===== src/rtl/position_integrator.sv =====
// Two-stage position update: add displacement, wrap into the cell and classify. Locals are
// compacted into the destination half; migrants go out through a handshaked FIFO.
module position_integrator #(
    parameter int unsigned WIDTH      = 32,
    parameter int unsigned FRAC       = 24,
    parameter int unsigned DBSIZE     = 256,
    parameter int unsigned FIFO_DEPTH = 16
) (
    input  logic               clk,
    input  logic               rst,
    input  logic               i_start,
    input  logic               i_bank,
    input  logic               i_in_valid,
    output logic               o_in_ready,
    input  logic [3*WIDTH-1:0] i_in_pos,
    input  logic [3*WIDTH-1:0] i_in_vel,
    input  logic               i_in_last,
    output logic               o_wr_en,
    output logic [31:0]        o_wr_addr,
    output logic [3*WIDTH:0]   o_wr_data,
    output logic               o_mig_valid,
    input  logic               i_mig_ready,
    output logic [3*WIDTH-1:0] o_mig_pos,
    output logic [5:0]         o_mig_dir,
    output logic               o_done,
    output logic               o_overflow,
    output logic               o_range_err
);

    localparam int unsigned PW = $clog2(FIFO_DEPTH);
    localparam logic signed [WIDTH:0] CELL     = (WIDTH+1)'(1) << FRAC;
    localparam logic signed [WIDTH:0] TWO_CELL = CELL + CELL;
    localparam logic signed [WIDTH:0] NEG_CELL = -CELL;
    localparam logic signed [WIDTH:0] ZERO     = '0;
    localparam logic [PW:0]           CNT_ONE  = 1;
    localparam logic [PW-1:0]         PTR_ONE  = 1;

    typedef enum logic [2:0] {IDLE, RUN, TERM, DRAIN, DONE} state_e;

    state_e r_state;
    logic [31:0] r_cnt;
    logic [31:0] r_base;
    logic        r_last_acc;

    logic                    r_s1_valid;
    logic                    r_s1_last;
    logic signed [WIDTH:0]   r_s1_sum [3];

    logic                    r_s2_valid;
    logic                    r_s2_mig;
    logic                    r_s2_last;
    logic [3*WIDTH-1:0]      r_s2_pos;
    logic [5:0]              r_s2_dir;

    logic [3*WIDTH+5:0]      r_fifo [FIFO_DEPTH];
    logic [PW-1:0]           r_rptr;
    logic [PW-1:0]           r_wptr;
    logic [PW:0]             r_fcnt;

    logic signed [WIDTH:0]   w_s [3];
    logic [1:0]              w_d [3];
    logic                    w_rerr;
    logic                    w_mig;
    logic [3*WIDTH-1:0]      w_pos;
    logic [5:0]              w_dir;
    logic                    w_accept;
    logic                    w_push;
    logic                    w_pop;

    // Keep room for the two records already in the pipeline plus the one being accepted.
    assign o_in_ready = (r_state == RUN) && !r_last_acc && !i_start
                        && ((32'(r_fcnt) + 32'd3) <= FIFO_DEPTH);
    assign w_accept   = i_in_valid && o_in_ready;

    always_comb begin
        w_rerr = 1'b0;
        w_pos  = '0;
        for (int a = 0; a < 3; a++) begin
            w_s[a] = r_s1_sum[a];
            w_d[a] = 2'b00;
            if (r_s1_sum[a] < NEG_CELL || r_s1_sum[a] >= TWO_CELL) begin
                w_rerr = 1'b1;
            end else if (r_s1_sum[a] < ZERO) begin
                w_d[a] = 2'b11;
                w_s[a] = r_s1_sum[a] + CELL;
            end else if (r_s1_sum[a] >= CELL) begin
                w_d[a] = 2'b01;
                w_s[a] = r_s1_sum[a] - CELL;
            end
        end
        // An out-of-range axis forces the whole record local with unwrapped coordinates.
        if (w_rerr) begin
            for (int a = 0; a < 3; a++) begin
                w_s[a] = r_s1_sum[a];
                w_d[a] = 2'b00;
            end
        end
        for (int a = 0; a < 3; a++) begin
            w_pos[a*WIDTH +: WIDTH] = w_s[a][WIDTH-1:0];
        end
        w_dir = {w_d[2], w_d[1], w_d[0]};
        w_mig = (w_dir != 6'b000000);
    end

    always_ff @(posedge clk or posedge rst) begin
        if (rst) begin
            r_s1_valid <= 1'b0;
            r_s1_last  <= 1'b0;
            for (int a = 0; a < 3; a++) r_s1_sum[a] <= '0;
            r_s2_valid <= 1'b0;
            r_s2_mig   <= 1'b0;
            r_s2_last  <= 1'b0;
            r_s2_pos   <= '0;
            r_s2_dir   <= '0;
            r_last_acc <= 1'b0;
        end else if (i_start) begin
            r_s1_valid <= 1'b0;
            r_s2_valid <= 1'b0;
            r_last_acc <= 1'b0;
        end else begin
            r_s1_valid <= w_accept;
            if (w_accept) begin
                r_s1_last <= i_in_last;
                for (int a = 0; a < 3; a++) begin
                    r_s1_sum[a] <= $signed({i_in_pos[a*WIDTH+WIDTH-1], i_in_pos[a*WIDTH +: WIDTH]})
                                 + $signed({i_in_vel[a*WIDTH+WIDTH-1], i_in_vel[a*WIDTH +: WIDTH]});
                end
                if (i_in_last) r_last_acc <= 1'b1;
            end
            r_s2_valid <= r_s1_valid;
            r_s2_mig   <= w_mig;
            r_s2_last  <= r_s1_last;
            r_s2_pos   <= w_pos;
            r_s2_dir   <= w_dir;
        end
    end

    always_ff @(posedge clk or posedge rst) begin
        if (rst) begin
            r_state     <= IDLE;
            r_cnt       <= '0;
            r_base      <= '0;
            o_wr_en     <= 1'b0;
            o_wr_addr   <= '0;
            o_wr_data   <= '0;
            o_done      <= 1'b0;
            o_overflow  <= 1'b0;
            o_range_err <= 1'b0;
        end else if (i_start) begin
            r_state     <= RUN;
            r_cnt       <= '0;
            r_base      <= i_bank ? 32'd0 : 32'(DBSIZE);
            o_wr_en     <= 1'b0;
            o_done      <= 1'b0;
            o_overflow  <= 1'b0;
            o_range_err <= 1'b0;
        end else begin
            o_wr_en <= 1'b0;
            if (r_s1_valid && !w_mig) begin
                if (r_cnt < DBSIZE) begin
                    o_wr_en   <= 1'b1;
                    o_wr_addr <= r_base + r_cnt;
                    o_wr_data <= {1'b1, w_pos};
                    r_cnt     <= r_cnt + 32'd1;
                end else begin
                    o_overflow <= 1'b1;
                end
            end
            if (r_s1_valid && w_rerr) o_range_err <= 1'b1;
            case (r_state)
                RUN: begin
                    // The pipeline is empty behind the last record, so the terminator can't collide.
                    if (r_s2_valid && r_s2_last) begin
                        r_state <= TERM;
                        if (r_cnt < DBSIZE) begin
                            o_wr_en   <= 1'b1;
                            o_wr_addr <= r_base + r_cnt;
                            o_wr_data <= '0;
                        end
                    end
                end
                TERM:  r_state <= DRAIN;
                DRAIN: begin
                    if (r_fcnt == '0) begin
                        r_state <= DONE;
                        o_done  <= 1'b1;
                    end
                end
                default: ;
            endcase
        end
    end

    assign w_push = r_s2_valid && r_s2_mig;
    assign w_pop  = o_mig_valid && i_mig_ready;

    always_ff @(posedge clk or posedge rst) begin
        if (rst) begin
            r_rptr <= '0;
            r_wptr <= '0;
            r_fcnt <= '0;
            for (int i = 0; i < FIFO_DEPTH; i++) r_fifo[i] <= '0;
        end else if (i_start) begin
            r_rptr <= '0;
            r_wptr <= '0;
            r_fcnt <= '0;
        end else begin
            if (w_push) begin
                r_fifo[r_wptr] <= {r_s2_pos, r_s2_dir};
                r_wptr         <= r_wptr + PTR_ONE;
            end
            if (w_pop) r_rptr <= r_rptr + PTR_ONE;
            if (w_push && !w_pop)      r_fcnt <= r_fcnt + CNT_ONE;
            else if (!w_push && w_pop) r_fcnt <= r_fcnt - CNT_ONE;
        end
    end

    assign o_mig_valid            = (r_fcnt != '0);
    assign {o_mig_pos, o_mig_dir} = r_fifo[r_rptr];

endmodule


===== config.mk =====
export PLATFORM = sky130hd
export DESIGN_NAME = position_integrator
export DESIGN_NICKNAME = d
export VERILOG_FILES = /design/src/rtl/position_integrator.sv
export SDC_FILE = /design/constraint.sdc
export NUM_CORES = 2
export LEC_CHECK = 0
export ABC_AREA = 0
export CORE_AREA = 2 2 576 578
export CTS_BUF_LIST = sky130_fd_sc_hd__clkbuf_2
export CTS_CLUSTER_DIAMETER = 40
export DETAILED_ROUTE_END_ITERATION = 16
export DIE_AREA = 0 0 578 580
export PLACE_DENSITY = 0.48
export SLEW_MARGIN = 20
export SYNTH_ARGS = -nofsm -noshare
export SYNTH_HDL_FRONTEND = slang
export SYNTH_SLANG_ARGS = --single-unit

===== constraint.sdc =====
create_clock -name clk -period 149.5 [get_ports clk]
set_clock_uncertainty 0.1 [all_clocks]
set_input_delay 37.375 -clock clk [delete_from_list [all_inputs] [get_ports clk]]
set_output_delay 37.375 -clock clk [all_outputs]
set_load 0.005 [all_outputs]

* Word-level counts from Yosys, hierarchy flattened
Cells that the tools add are included.
** Operators by class
- Reduce and logical (&&, ||, !) cells :: 41
- Bitwise operators :: 3
- Equal/unequal tests :: 6
- Add/subtract/negate cells :: 16
- $lt $le $gt $ge :: 17
- Muxes and demuxes :: 73
** Operators by type and width (count)
- 1632-bit bitwise mux :: 1
- 97-bit 2-to-1 mux :: 5
- 102-bit binary-select mux with 4-bit select :: 1
- 102-bit demux with 4-bit select :: 1
- 32-bit 2-to-1 mux :: 11
- 102-bit 2-to-1 mux :: 3
- 33-bit 2-to-1 mux :: 6
- 32-bit by 32-bit adder with 33-bit output :: 3
- 33-bit by 26-bit greater-or-equal comparator with 1-bit output, second input constant :: 3
- 33-bit by 27-bit greater-or-equal comparator with 1-bit output, second input constant :: 3
- 33-bit by 1-bit less-than comparator with 1-bit output, second input constant :: 3
- 33-bit by 25-bit less-than comparator with 1-bit output, second input constant :: 3
- 98-bit 2-to-1 mux :: 1
- 33-bit by 26-bit adder with 33-bit output, second input constant :: 2
- 33-bit by 26-bit subtractor with 33-bit output, second input constant :: 2
- 32-bit by 1-bit adder with 32-bit output, second input constant :: 1
- 32-bit by 26-bit adder with 32-bit output, second input constant :: 1
- 32-bit adder :: 1
- 32-bit by 9-bit less-than comparator with 1-bit output, second input constant :: 1
- 32-bit by 26-bit subtractor with 32-bit output, second input constant :: 1
- 1-bit 2-to-1 mux :: 25
- 2-bit nonzero test :: 9
- 4-bit 2-to-1 mux :: 4
- 5-bit 2-to-1 mux :: 3
- other kinds (29) :: 62
** Word-level totals
- Register bits after elaboration :: 2052
- Output and inout port bits :: 237
- Input port bits :: 199
- Logic and storage cells :: 195

* Longest topological paths before layout
- Depth in word-level cells :: 14
- Mapped depth :: 15
- Gate-level depth less buffers :: 14

* Worst setup path after synthesis
No wires, ideal clock.
- Path type :: input to output
- From :: in i_start
- To :: out o_in_ready
- Setup slack :: 74229 ps
- Cell stages on the path :: 3
- Buffers on the path :: 0
- Data arrival time :: 37796 ps
- Cell sequence :: nor3_1 > nand2_1 > a31oi_1
** Between the ends
- Cells in the longest elaborated chain, start to end :: 3
** RTL lines
- start, declared :: RTL line 11 : input logic i_start,
- 1-bit zero test :: RTL line 71 : assign o_in_ready = (r_state == RUN) && !r_last_acc && !i_start
- 1-bit logical AND :: RTL line 71
- 1-bit logical AND :: RTL line 72 : && ((32'(r_fcnt) + 32'd3) <= FIFO_DEPTH);
- end, declared :: RTL line 14 : output logic o_in_ready,
Every way passes these cells.

* Worst setup path after layout
Ends and elaborated chain as after synthesis.

==> summary.md <==
* finished clean — status
* multiplexers — main combinational cell family by area after synthesis
* 0 — Max Slew Vio Count
* 32.4% — Finished Core Util
* 16.8% — GRT Overall Usage
* buf_8, nor3_1, nand2_1, a31oi_1, clkdlybuf4s50_1 — sequence of cells on the critical path
* 27.9% — Initial Utilization
* 435 — buffers added on ports
* clkbuf_2 — Clk Tree Root Cell
* 32755 — number of inserted filler cells in the final layout
* 32.1% — clock share of power
* 0 — number of enable flip-flop cells after synthesis
* 24.4% — relative slew slack
* 34.8% — Sw Share
* 0 — residual overflow from global routing
* 463 uW — net switching power figure
* 1.03% — area share of xor/xnor cells in the synthesized design
* 101000 um^2 — area of placed instances
* 39500 um^2 — area of combinational cells with multiple inputs
* 4 — CTS Buffer Depth
* clkdlybuf4s50_1 — CP max-delay cell
* 2021 — register bit total from synthesis
* 60620 — via count of the first global-routing pass
* 91900 um^2 — synthesized cell area
* 50.8 nW — leakage power
* 50600 um^2 — footprint of the flip-flops and latches
* dfrtp_1 — most common cell after layout, fill and taps aside
* built — CTS tree
* 0 — buffer count from post-CTS setup fixing
* 335000 um^2 — die area
* 11516 — non-filler cells, final
* 112.02 ns — Worst EP required
* 51.1% — final cycle utilization of the critical path
* 55711 — total number of vias
* 1.33 mW — total design power
* 38.96 ns — worst endpoint data arrival time
* 10506 — placed instance count
* 329000 um^2 — CORE AREA
* 0.0106 mV — maximum ir drop on the vdd rail
* 0 ns — setup TNS after final layout
* dfrtp_1 (2017), mux2_2 (1703), clkbuf_2 (848) — highest-count cells in the layout ignoring fill and taps
* 0 — CTS Hold Bufs
* primary output — CP Capture Type
* 70 — distinct cell type count after synthesis
* 1.71% — adder and majority cell fraction of the synthesized area
* 6394 — net count of the mapped netlist
* 15.1 um^2 — per-instance average area after synthesis
* 2 — cell depth of the worst hold path
* reg -> reg — Min-Delay Path Class
* 166 mm — Detailed Place HPWL
* 436 — number of top-level pins
* 0 — max cap viols
* 76.44 ns — final critical delay including setup and external delays
* 0 — number of hold-slack violations in the final timing report
* 0.59 ns — maximum cell stage delay along the critical path
* 0 — DRC violations left
* 16.9% — Comb power frac
* 24.6 um — average wire per cell in the routed design
* 417 mm — global-route wire length before repair
* o_wr_data[88]$_DFFE_PP0N_ — Crit Reg-Reg Endpoint
* 3.72% — post-synthesis compound-gate area fraction
* 7 — router iterations before antenna repair
* 6 — number of H-tree branching levels
* 0 — final setup vio count
* 143.69 ns — R2R setup slack
* 2021 — clock sink total
* 16.0% — area growth from synthesis to layout
* 1.13 ns — actual transition at the worst max-transition pin
* 46.0% — proportion of layout cells with a drive suffix above 1
* o_wr_addr[4]$_DFFE_PP0N_ — startpoint of the lowest-slack hold path
* 0.778 — weighted congestion at the end of routability-driven global placement
* 580 um — die span in y
* 283 mm — total wire length
* no — RSZ-0062 raised after global routing
* 22 — antenna violations before repair
* primary input — kind of launch point of the worst setup path
* 100% — Post-synth ARST share
* 12.5 nW/um^2 — areal power density over the cells
* 4.84 — vias per inst
* 578 um — horizontal die dimension
* 51.0% — portion of total power attributed to sequential cells
* 870 uW — internal portion of total power
* 2.06 ns — source-to-sink clock delay at the later pin of the worst-skew pair
* 6072 — synthesized netlist cell count
* r_s1_sum[36]$_DFFE_PP0P_ — startpoint of the lowest-slack register-to-register path
* 0 — Gates resized, CTS repair
* 13.1 MHz — Max Freq
* 211 — total number of placement rows
* 0 — number of warnings issued by yosys
* 55 — biggest fanout along the worst timing path
* 0.09 ns — Worst-path clk slew
* 7043 — Final nets
* 33.5% — fraction of synthesized area in multiplexers
* 165 — largest net degree at the start of global routing
* 578 — TritonCTS Buffers
* 55.1% — sequential cell area fraction in the yosys report
* 107000 um^2 — area of all placed cells without fillers
* 0 — Antenna Nets Post-Route
* 2704 — number of DRC markers after the initial detailed-route iteration
* o_wr_addr[4]$_DFFE_PP0N_ — worst hold endpoint
* 2.76% — fraction of the mapped netlist area in simple logic gates
* dfrtp_1 — most instantiated flip-flop cell in the synthesis netlist
* 11 — path depth of the worst reg2reg path
* in -> out — Crit Path Category
state kept, by name, summed over array words and instances, names as in the netlist, 3 cells and up:
signal / flops
r_s2_dir: 6
o_wr_addr: 32
r_fcnt: 5
r_wptr: 4
r_s1_sum: 99
o_wr_data: 97
r_state: 3
r_fifo: 1632
r_cnt: 32
r_rptr: 4
r_s2_pos: 96
cell type report:
cell class | count | area share (%)
timing repair buffer | 539 | 4.96
multi-input combinational | 3515 | 37.1
sequential | 2021 | 47.5
antenna | 15 | 0.0352
inverter | 66 | 0.240
clock inverter | 146 | 1.09
clock buffer | 848 | 3.98
tap | 4366 | 5.13
stage by stage:
stage | hold slack [ns] | worst slack, ns
final | 0.385 | 73.06
after global routing | 0.411 | 72.97
after CTS | 0.387 | 72.98
after detailed placement | 0.366 | 72.98
after global placement | 0.356 | 72.87
after floorplan | 0.342 | 54.94
cells by family after synthesis:
group / Yosys count
fa+ha+maj: 123
buf+inv: 536
simple gates: 541
compound gates: 520
mux: 2223
xor+xnor: 108
flops: 2021
metal layers:
| metal | vias to the layer above | GRT usage [%] | part of all wire (%) |
|---|---|---|---|
| li1 | 24195 | - | - |
| met1 | 29814 | 22.2 | 44 |
| met2 | 1271 | 27.9 | 49 |
| met3 | 425 | 3.08 | 4.2 |
| met4 | 6 | 5.11 | 2.6 |
| met5 | - | 0 | 0.014 |
worst max-delay path: cells and delay by family:
family	cells	cell delay (ns)
AO/OA/AOI/OAI	1	0.35
AND/OR/NAND/NOR	2	0.42
buffers and inverters	2	0.79
power by group through the flow:
stage	logic, mW	registers, mW	clock network [mW]
2_1_floorplan	0.176	0.630	0
3_3_place_gp	0.231	0.689	0
3_5_place_dp	0.231	0.692	0
4_1_cts	0.232	0.682	0.452
5_1_grt	0.248	0.693	0.481
6_report	0.225	0.680	0.429
worst max-delay path by stage:
| stage | start | endpoint | slack (ns) | cells after the start |
|---|---|---|---|---|
| finish | i_start | o_in_ready | 73.06 | 5 |
| global placement | i_start | o_in_ready | 72.87 | 5 |
| detailed placement | i_start | o_in_ready | 72.98 | 5 |
| CTS | i_start | o_in_ready | 72.98 | 5 |
| global route | i_start | o_in_ready | 72.97 | 5 |
| floorplan | rst | o_done$_DFFE_PP0P_ | 54.94 | 1 |
synth_stat cells, types with 11 or more instances:
cell type | count | area [um^2]
dfrtp_1 | 2021 | 50600
mux2_2 | 1703 | 19200
mux4_2 | 510 | 11500
clkbuf_1 | 346 | 1300
nand2_1 | 251 | 942
o21ai_0 | 178 | 891
ha_1 | 119 | 1490
buf_1 | 102 | 383
a22o_1 | 89 | 780
a21oi_1 | 86 | 430
nor2_1 | 85 | 319
inv_1 | 64 | 240
xnor2_1 | 60 | 526
xor2_1 | 48 | 420
a21o_1 | 42 | 315
nor2b_1 | 34 | 213
nor4_1 | 32 | 200
and2_1 | 27 | 169
nor3_1 | 25 | 125
nand4_1 | 23 | 144
o21bai_1 | 23 | 173
buf_2 | 15 | 75.1
a31oi_1 | 14 | 87.6
nand3_1 | 14 | 70.1
o31ai_1 | 13 | 97.6
and3_1 | 11 | 68.8
Power figures use the tool's default switching activity.
